File: config.mk
export PLATFORM = sky130hd
export DESIGN_NAME = dataram_ctrl
export DESIGN_NICKNAME = d
export VERILOG_FILES = /design/src/rtl/dataram_ctrl.sv
export SDC_FILE = /design/constraint.sdc
export NUM_CORES = 2
export LEC_CHECK = 0
export ABC_CLOCK_PERIOD_IN_PS = 5450
export CAP_MARGIN = 5
export CORE_UTILIZATION = 30
export DETAILED_ROUTE_END_ITERATION = 12
export GPL_ROUTABILITY_DRIVEN = 0
export PLACE_DENSITY = 0.5
export SETUP_SLACK_MARGIN = 0.4
export SLEW_MARGIN = 20
export SYNTH_ARGS = -nofsm -noshare
export SYNTH_HDL_FRONTEND = slang
export SYNTH_SLANG_ARGS = --single-unit
export TNS_END_PERCENT = 5
File: constraint.sdc
create_clock -name clk_i -period 5.45 [get_ports clk_i]
set_input_delay 1.09 -clock clk_i [delete_from_list [all_inputs] [get_ports clk_i]]
set_output_delay 1.09 -clock clk_i [all_outputs]
set_load 0.01 [all_outputs]
File: src/rtl/dataram_ctrl.sv
// Single-port data memory for the MIPS MEM stage: valid/ready requests, byte-enable writes,
// 1-cycle registered reads and a zero-fill sequencer after reset. Optional: DATARAM_PARITY_EN.
module dataram_ctrl #(
    parameter int DATA_W = 16,
    parameter int ADDR_W = 8,
    parameter int DEPTH  = 1 << ADDR_W
) (
    input  logic                  clk_i,
    input  logic                  rst_ni,
    input  logic                  req_valid_i,
    output logic                  req_ready_o,
    input  logic                  req_we_i,
    input  logic [ADDR_W-1:0]     req_addr_i,
    input  logic [DATA_W-1:0]     req_wdata_i,
    input  logic [DATA_W/8-1:0]   req_be_i,
`ifdef DATARAM_PARITY_EN
    input  logic                  par_inject_i,
    output logic                  parity_err_o,
`endif
    output logic                  rsp_valid_o,
    output logic [DATA_W-1:0]     rsp_rdata_o,
    output logic                  init_done_o
);

    // state   | meaning
    // ST_INIT | zero-filling the array, one word per cycle; requests ignored
    // ST_RUN  | serving requests, ready every cycle
    typedef enum logic {ST_INIT, ST_RUN} state_t;

    localparam int NB = DATA_W / 8;
    localparam logic [ADDR_W-1:0] CNT_LAST = ADDR_W'(DEPTH - 1);
    localparam logic [ADDR_W:0]   DEPTH_X  = (ADDR_W + 1)'(DEPTH);

    state_t                state_q;
    logic [ADDR_W-1:0]     cnt_q;
    logic                  ready_q;
    logic                  init_done_q;
    logic                  rsp_valid_q;
    logic [DATA_W-1:0]     rsp_rdata_q;

    logic [DATA_W-1:0]     mem_q [DEPTH];

    logic                  accept;
    logic                  in_range;
    logic                  mem_we;
    logic [ADDR_W-1:0]     mem_addr;
    logic [DATA_W-1:0]     mem_wdata;
    logic [NB-1:0]         mem_be;
    logic [DATA_W-1:0]     rdata_d;

    assign accept   = req_valid_i & ready_q;
    assign in_range = {1'b0, req_addr_i} < DEPTH_X;

    // The fill sequencer and the request port share the single array write port.
    always_comb begin
        mem_we    = 1'b0;
        mem_addr  = req_addr_i;
        mem_wdata = req_wdata_i;
        mem_be    = req_be_i;
        if (state_q == ST_INIT) begin
            mem_we    = 1'b1;
            mem_addr  = cnt_q;
            mem_wdata = '0;
            mem_be    = '1;
        end else if (accept && req_we_i && in_range) begin
            mem_we = 1'b1;
        end
    end

    always_ff @(posedge clk_i) begin
        if (mem_we) begin
            for (int b = 0; b < NB; b++) begin
                if (mem_be[b]) begin
                    mem_q[mem_addr][8*b +: 8] <= mem_wdata[8*b +: 8];
                end
            end
        end
    end

    assign rdata_d = in_range ? mem_q[req_addr_i] : '0;

`ifdef DATARAM_PARITY_EN
    logic [NB-1:0] par_q [DEPTH];
    logic [NB-1:0] par_rd;
    logic          perr_d;
    logic          parity_err_q;
    logic          flip;

    // Injection only applies to request writes; the fill always stores clean parity.
    assign flip = (state_q == ST_RUN) & par_inject_i;

    always_ff @(posedge clk_i) begin
        if (mem_we) begin
            for (int b = 0; b < NB; b++) begin
                if (mem_be[b]) begin
                    par_q[mem_addr][b] <= (^mem_wdata[8*b +: 8]) ^ flip;
                end
            end
        end
    end

    assign par_rd = in_range ? par_q[req_addr_i] : '0;

    always_comb begin
        perr_d = 1'b0;
        for (int b = 0; b < NB; b++) begin
            perr_d = perr_d | ((^rdata_d[8*b +: 8]) ^ par_rd[b]);
        end
        if (!in_range) begin
            perr_d = 1'b0;
        end
    end

    always_ff @(posedge clk_i or negedge rst_ni) begin
        if (!rst_ni) begin
            parity_err_q <= 1'b0;
        end else begin
            parity_err_q <= (state_q == ST_RUN) & accept & ~req_we_i & perr_d;
        end
    end

    assign parity_err_o = parity_err_q;
`endif

    always_ff @(posedge clk_i or negedge rst_ni) begin
        if (!rst_ni) begin
            state_q     <= ST_INIT;
            cnt_q       <= '0;
            ready_q     <= 1'b0;
            init_done_q <= 1'b0;
            rsp_valid_q <= 1'b0;
            rsp_rdata_q <= '0;
        end else begin
            case (state_q)
                ST_INIT: begin
                    rsp_valid_q <= 1'b0;
                    cnt_q       <= cnt_q + ADDR_W'(1);
                    if (cnt_q == CNT_LAST) begin
                        state_q     <= ST_RUN;
                        ready_q     <= 1'b1;
                        init_done_q <= 1'b1;
                        cnt_q       <= '0;
                    end
                end
                ST_RUN: begin
                    ready_q     <= 1'b1;
                    init_done_q <= 1'b1;
                    rsp_valid_q <= accept & ~req_we_i;
                    if (accept && !req_we_i) begin
                        rsp_rdata_q <= rdata_d;
                    end
                end
                default: begin
                    state_q <= ST_INIT;
                end
            endcase
        end
    end

    assign req_ready_o = ready_q;
    assign init_done_o = init_done_q;
    assign rsp_valid_o = rsp_valid_q;
    assign rsp_rdata_o = rsp_rdata_q;

endmodule

==> After elaboration in Yosys (flattened, before gate mapping) <==
Memory sizes are Yosys's and may differ from the RTL's. A register that Yosys moved wholly into a read port is not among the register bits.
Cells that the tools add are included.
{ "totals": {"mem_bits_rw": 4096, "in_bits": 30, "mem_count": 1, "register_bits": 11} }
{ "mem_list": {"columns": ["memory", "depth", "word_bits", "read_ports", "rd_ports_with_merged_regs", "write_ports", "line", "text"], "rows": [
  ["mem_q", 256, 16, 1, 1, 1, "41", "logic [DATA_W-1:0] mem_q [DEPTH];"]
]} }
{ "classes": {"muxes": 17, "bitwise_logic": 4, "n_eq_ne": 2, "addsub": 1, "n_reduce_logical": 5} }
{ "op_table": {"columns": ["op", "n"], "rows": [
  ["$mux 16", 1],
  ["$mux 8", 2],
  ["$mux 1", 11],
  ["$add 8x1->8 const B", 1],
  ["$eq 8x8->1 const B", 1],
  ["$pmux 1 s2", 2],
  ["$and 1x1->1", 2],
  ["$logic_and 1x1->1", 2],
  ["$logic_not 1->1", 2],
  ["$mux 2", 1],
  ["$ne 2x1->1 const B", 1],
  ["$not 1->1", 2],
  ["$reduce_and 2->1", 1]
]} }

==> Longest topological paths before layout <==
{ "depth": {"ltp_word": 6, "depth_mapped": 13} }

==> Least setup slack after synthesis <==
OpenSTA, ideal clock, no wires.
{ "synth_path": {"kind": "flip-flop to flip-flop", "from": "register state_q", "to": "memory mem_q[0][14], data pin", "synth_period_minus_slack_ns": 5.417, "slack_ns": 0.033, "stages_incl_launch_ff": 6, "required_ns": 4.580, "n_path_buf": 4, "arrival_time_ns": 4.547, "cell_sequence": "dfrtp_1 > clkbuf_1 > clkbuf_1 > clkbuf_1 > clkbuf_1 > and2_1"} }
{ "synth_via": {"elab_chain_len": 1} }
{ "synth_rtl": {"columns": ["item", "line", "text"], "rows": [
  ["start: declaration", "34", "state_t state_q;"],
  ["start signal: assignment", "127", "state_q <= ST_INIT;"],
  ["start signal: assignment", "139", "state_q <= ST_RUN;"],
  ["start signal: assignment", "154", "state_q <= ST_INIT;"],
  ["$mux 16", "60", "if (state_q == ST_INIT) begin"],
  ["net mem_wdata[14]", "47", "logic [DATA_W-1:0] mem_wdata;"],
  ["end: declaration", "41", null]
]} }
The timed path passes the listed nets, and every way through them passes these cells.

==> Worst setup path in the final report <==
{ "layout_path": {"from": "register state_q", "to": "register rsp_rdata_q[9], in the netlist rsp_rdata_o[9] (read register of mem_q)"} }
{ "layout_via": {"elab_chain_len": 1} }
{ "layout_rtl": {"columns": ["item", "line", "text"], "rows": [
  ["$reduce_and 2->1 (no source line)", null, null],
  ["end: declaration", "39", "logic [DATA_W-1:0] rsp_rdata_q;"]
]} }
Every way passes these cells.
A chain may end at the register's enable or synchronous reset.

==> run summary <==
setup bufs post-CTS: 0
initial antenna violation count: 35
synthesized area: 161000 um^2
CTS Root Cell: clkbuf_16
global-route wire length before repair: 689 mm
H-tree depth: 5
ratio of cells with drive above 1 in the final layout: 23.5%
Die Ht: 735 um
Critical Path RT: 6390 ps
CP Data Arrival Time: 5330 ps
antenna-violating nets left: 0
largest fanout on the critical path: 31
post-synthesis average cell area: 20.2 um^2
clock sinks: 4123
Register Area: 124000 um^2
Tcrit/Tclk final: 80.6%
largest net degree at the start of global routing: 168
dominant cell type by area after synthesis: edfxtp_1
Via density: 5.18
top post-synthesis cells by area: edfxtp_1 (76%), mux4_2 (9.3%), mux2i_1 (3.9%)
core box area: 534000 um^2
vias in the first global route: 84951
port bufs: 48
final WL: 496 mm
top-count cell post-synth: edfxtp_1
Synth async-reset ratio: 0.655%
setup TNS: 0 ps
peak supply drop: 0.255 mV
Post-synth EDFFs: 4096
final setup violation count: 0
flops & latches, synth: 4123
nets: 8729
num rows: 268
Fmax: 228 MHz
clock buffer depth: 4
CTS Hold Bufs: 0
area of the multi-input gates: 34200 um^2
DP HPWL: 316 mm
Fillers: 49603
Die ar.: 540000 um^2
all-layer global routing usage: 17.9%
clk_skew: 54.4 ps
WL/cell: 30.6 um
Starting Density: 30.2%
Leakage: 50.1 nW
Syn Nets: 8017
Synth warnings: 0
Max Cap Viol: 0
Num CTS Buffers: 403
critical path class: flop to flop
RSZ-0062 raised after global routing: no
Worst-path clk slew: 70 ps
CP endpoint kind: flop
Synth top area share: 76.3%
Fin. Hold Viols: 0
post-place setup slack: 246 ps
Main synth FF type: edfxtp_1
P&R area growth vs syn: 16.4%
drt pass-1 iters: 6
worst slew pin tran: 1290 ps
via count: 83878
post_cts resized: 0
setup ws final: 1060 ps
post-synthesis cell type count: 72
Overflow after GRT: 0
HP Class: primary input to asynchronous set/reset pin
Post-synth top cells: edfxtp_1 (4096), mux4_2 (665), mux2i_1 (635)
synthesized instance count: 7986
run status: complete, no violations
Max-slew headroom: 12.9%
drt initial violations: 9131
post-synthesis sequential area ratio: 76.7%
# DRC: 0
die width: 735 um
Power Density: 345 nW/um^2
Final Max Slew Viols: 0
R2R cell count: 7
CP startpoint kind: flop
IO Count: 49
CTS tree: yes
post-layout min period: 4390 ps
clock latency on the worst-skew pair: 1000 ps
-- cell type report --
class / count / area share, %
Sequential cell: 4123 / 65.9
Multi-Input combinational cell: 3346 / 18.2
Clock buffer: 480 / 5.63
Tap cell: 7155 / 4.77
Timing Repair Buffer: 818 / 3.97
Clock inverter: 262 / 1.48
Inverter: 6 / 0.0167
Antenna cell: 10 / 0.0133
-- per-stage QoR --
step	total power, mW	std cells	hold slack [ps]	utilization (%)	cell area (um^2)
after global placement	36.9	15446	560	32.6	174000
after global routing	66.2	16192	149	35.2	188000
after CTS	65.1	16190	93.0	35.1	188000
final	64.7	16200	165	35.2	188000
after detailed placement	36.9	15448	568	32.6	174000
after floorplan	36.1	7986	510	-	161000
-- registers in the layout (all words and copies together), names as in the netlist --
signal and flops:
mem_q 4096, rsp_rdata_o 16, cnt_q 8, init_done_o 1, rsp_valid_o 1, state_q 1
-- placed cells by master, fill, tap and decap left out, drive strengths merged, types with 10 or more instances in the layout --
cell and n:
nor2 580, a21oi 120, nand4 12, a22o 16
clkbuf 480, inv 17, o211ai 10, a22oi 108
o221ai 108, mux2 15, a221oi 48, and2 24
mux4 716, nand3 43, clkdlybuf4s50 42, a2111oi 61
nand3b 11, clkinv 184, a31oi 10, diode 10
mux2i 635, a211oi 70, nand2b 17, nor2b 46
clkinvlp 19, bufinv 48, nor4 18, nand2 240
o21ai 112, buf 776, o22ai 192, edfxtp 4096
nor3 34, dfrtp 27, a32oi 10
-- routing by layer --
metal  track usage (%)  wire [um]  share of wire [%]  vias up
met2              29.1     235000                 47     3209
met5                 0         55              0.011        -
li1                  -          -                  -    34540
met3              2.71      32100                6.5      610
met1              25.0     213000                 43    45511
met4              4.91      15600                3.2        8
-- power breakdown --
group          switching (mW)  internal (mW)  total [mW]  leakage (nW)
logic                    1.31          0.629        1.94          14.9
registers                   0           34.3        34.3          28.6
clock network            12.3           16.2        28.4          6.50
-- final timing paths --
check,end,slack (ps),start
setup reg to reg,rsp_rdata_o[9],1060,state_q
setup / recovery,rsp_rdata_o[9],1060,state_q
max in group asynchronous,state_q,4810,rst_ni
min in group clk_i,cnt_q[6],570,cnt_q[6]
hold / removal,rsp_rdata_o[11],170,rst_ni
hold reg to reg,cnt_q[6],570,cnt_q[6]
-- cell families (layout without fill, tap and decap cells) --
kind of cell	count (synthesis)	count (layout)	share of synthesized area [%]
compound gates	909	909	3.96
fa+ha+maj	1	1	0.00776
flops	4123	4123	76.7
xor+xnor	3	3	0.0163
simple gates	1067	1067	2.86
other cells	0	10	0
mux	1366	1366	14.2
buf+inv	517	1566	2.28
-- critical path: stages (launching register included) --
cell and delay, ps:
dfrtp_2 800, nand4b_1 870, buf_4 500, or2_2 520
a31oi_1 270, o21ai_0 130, nor4_1 1010, a211o_1 180
(Power assumes the default switching activity.)
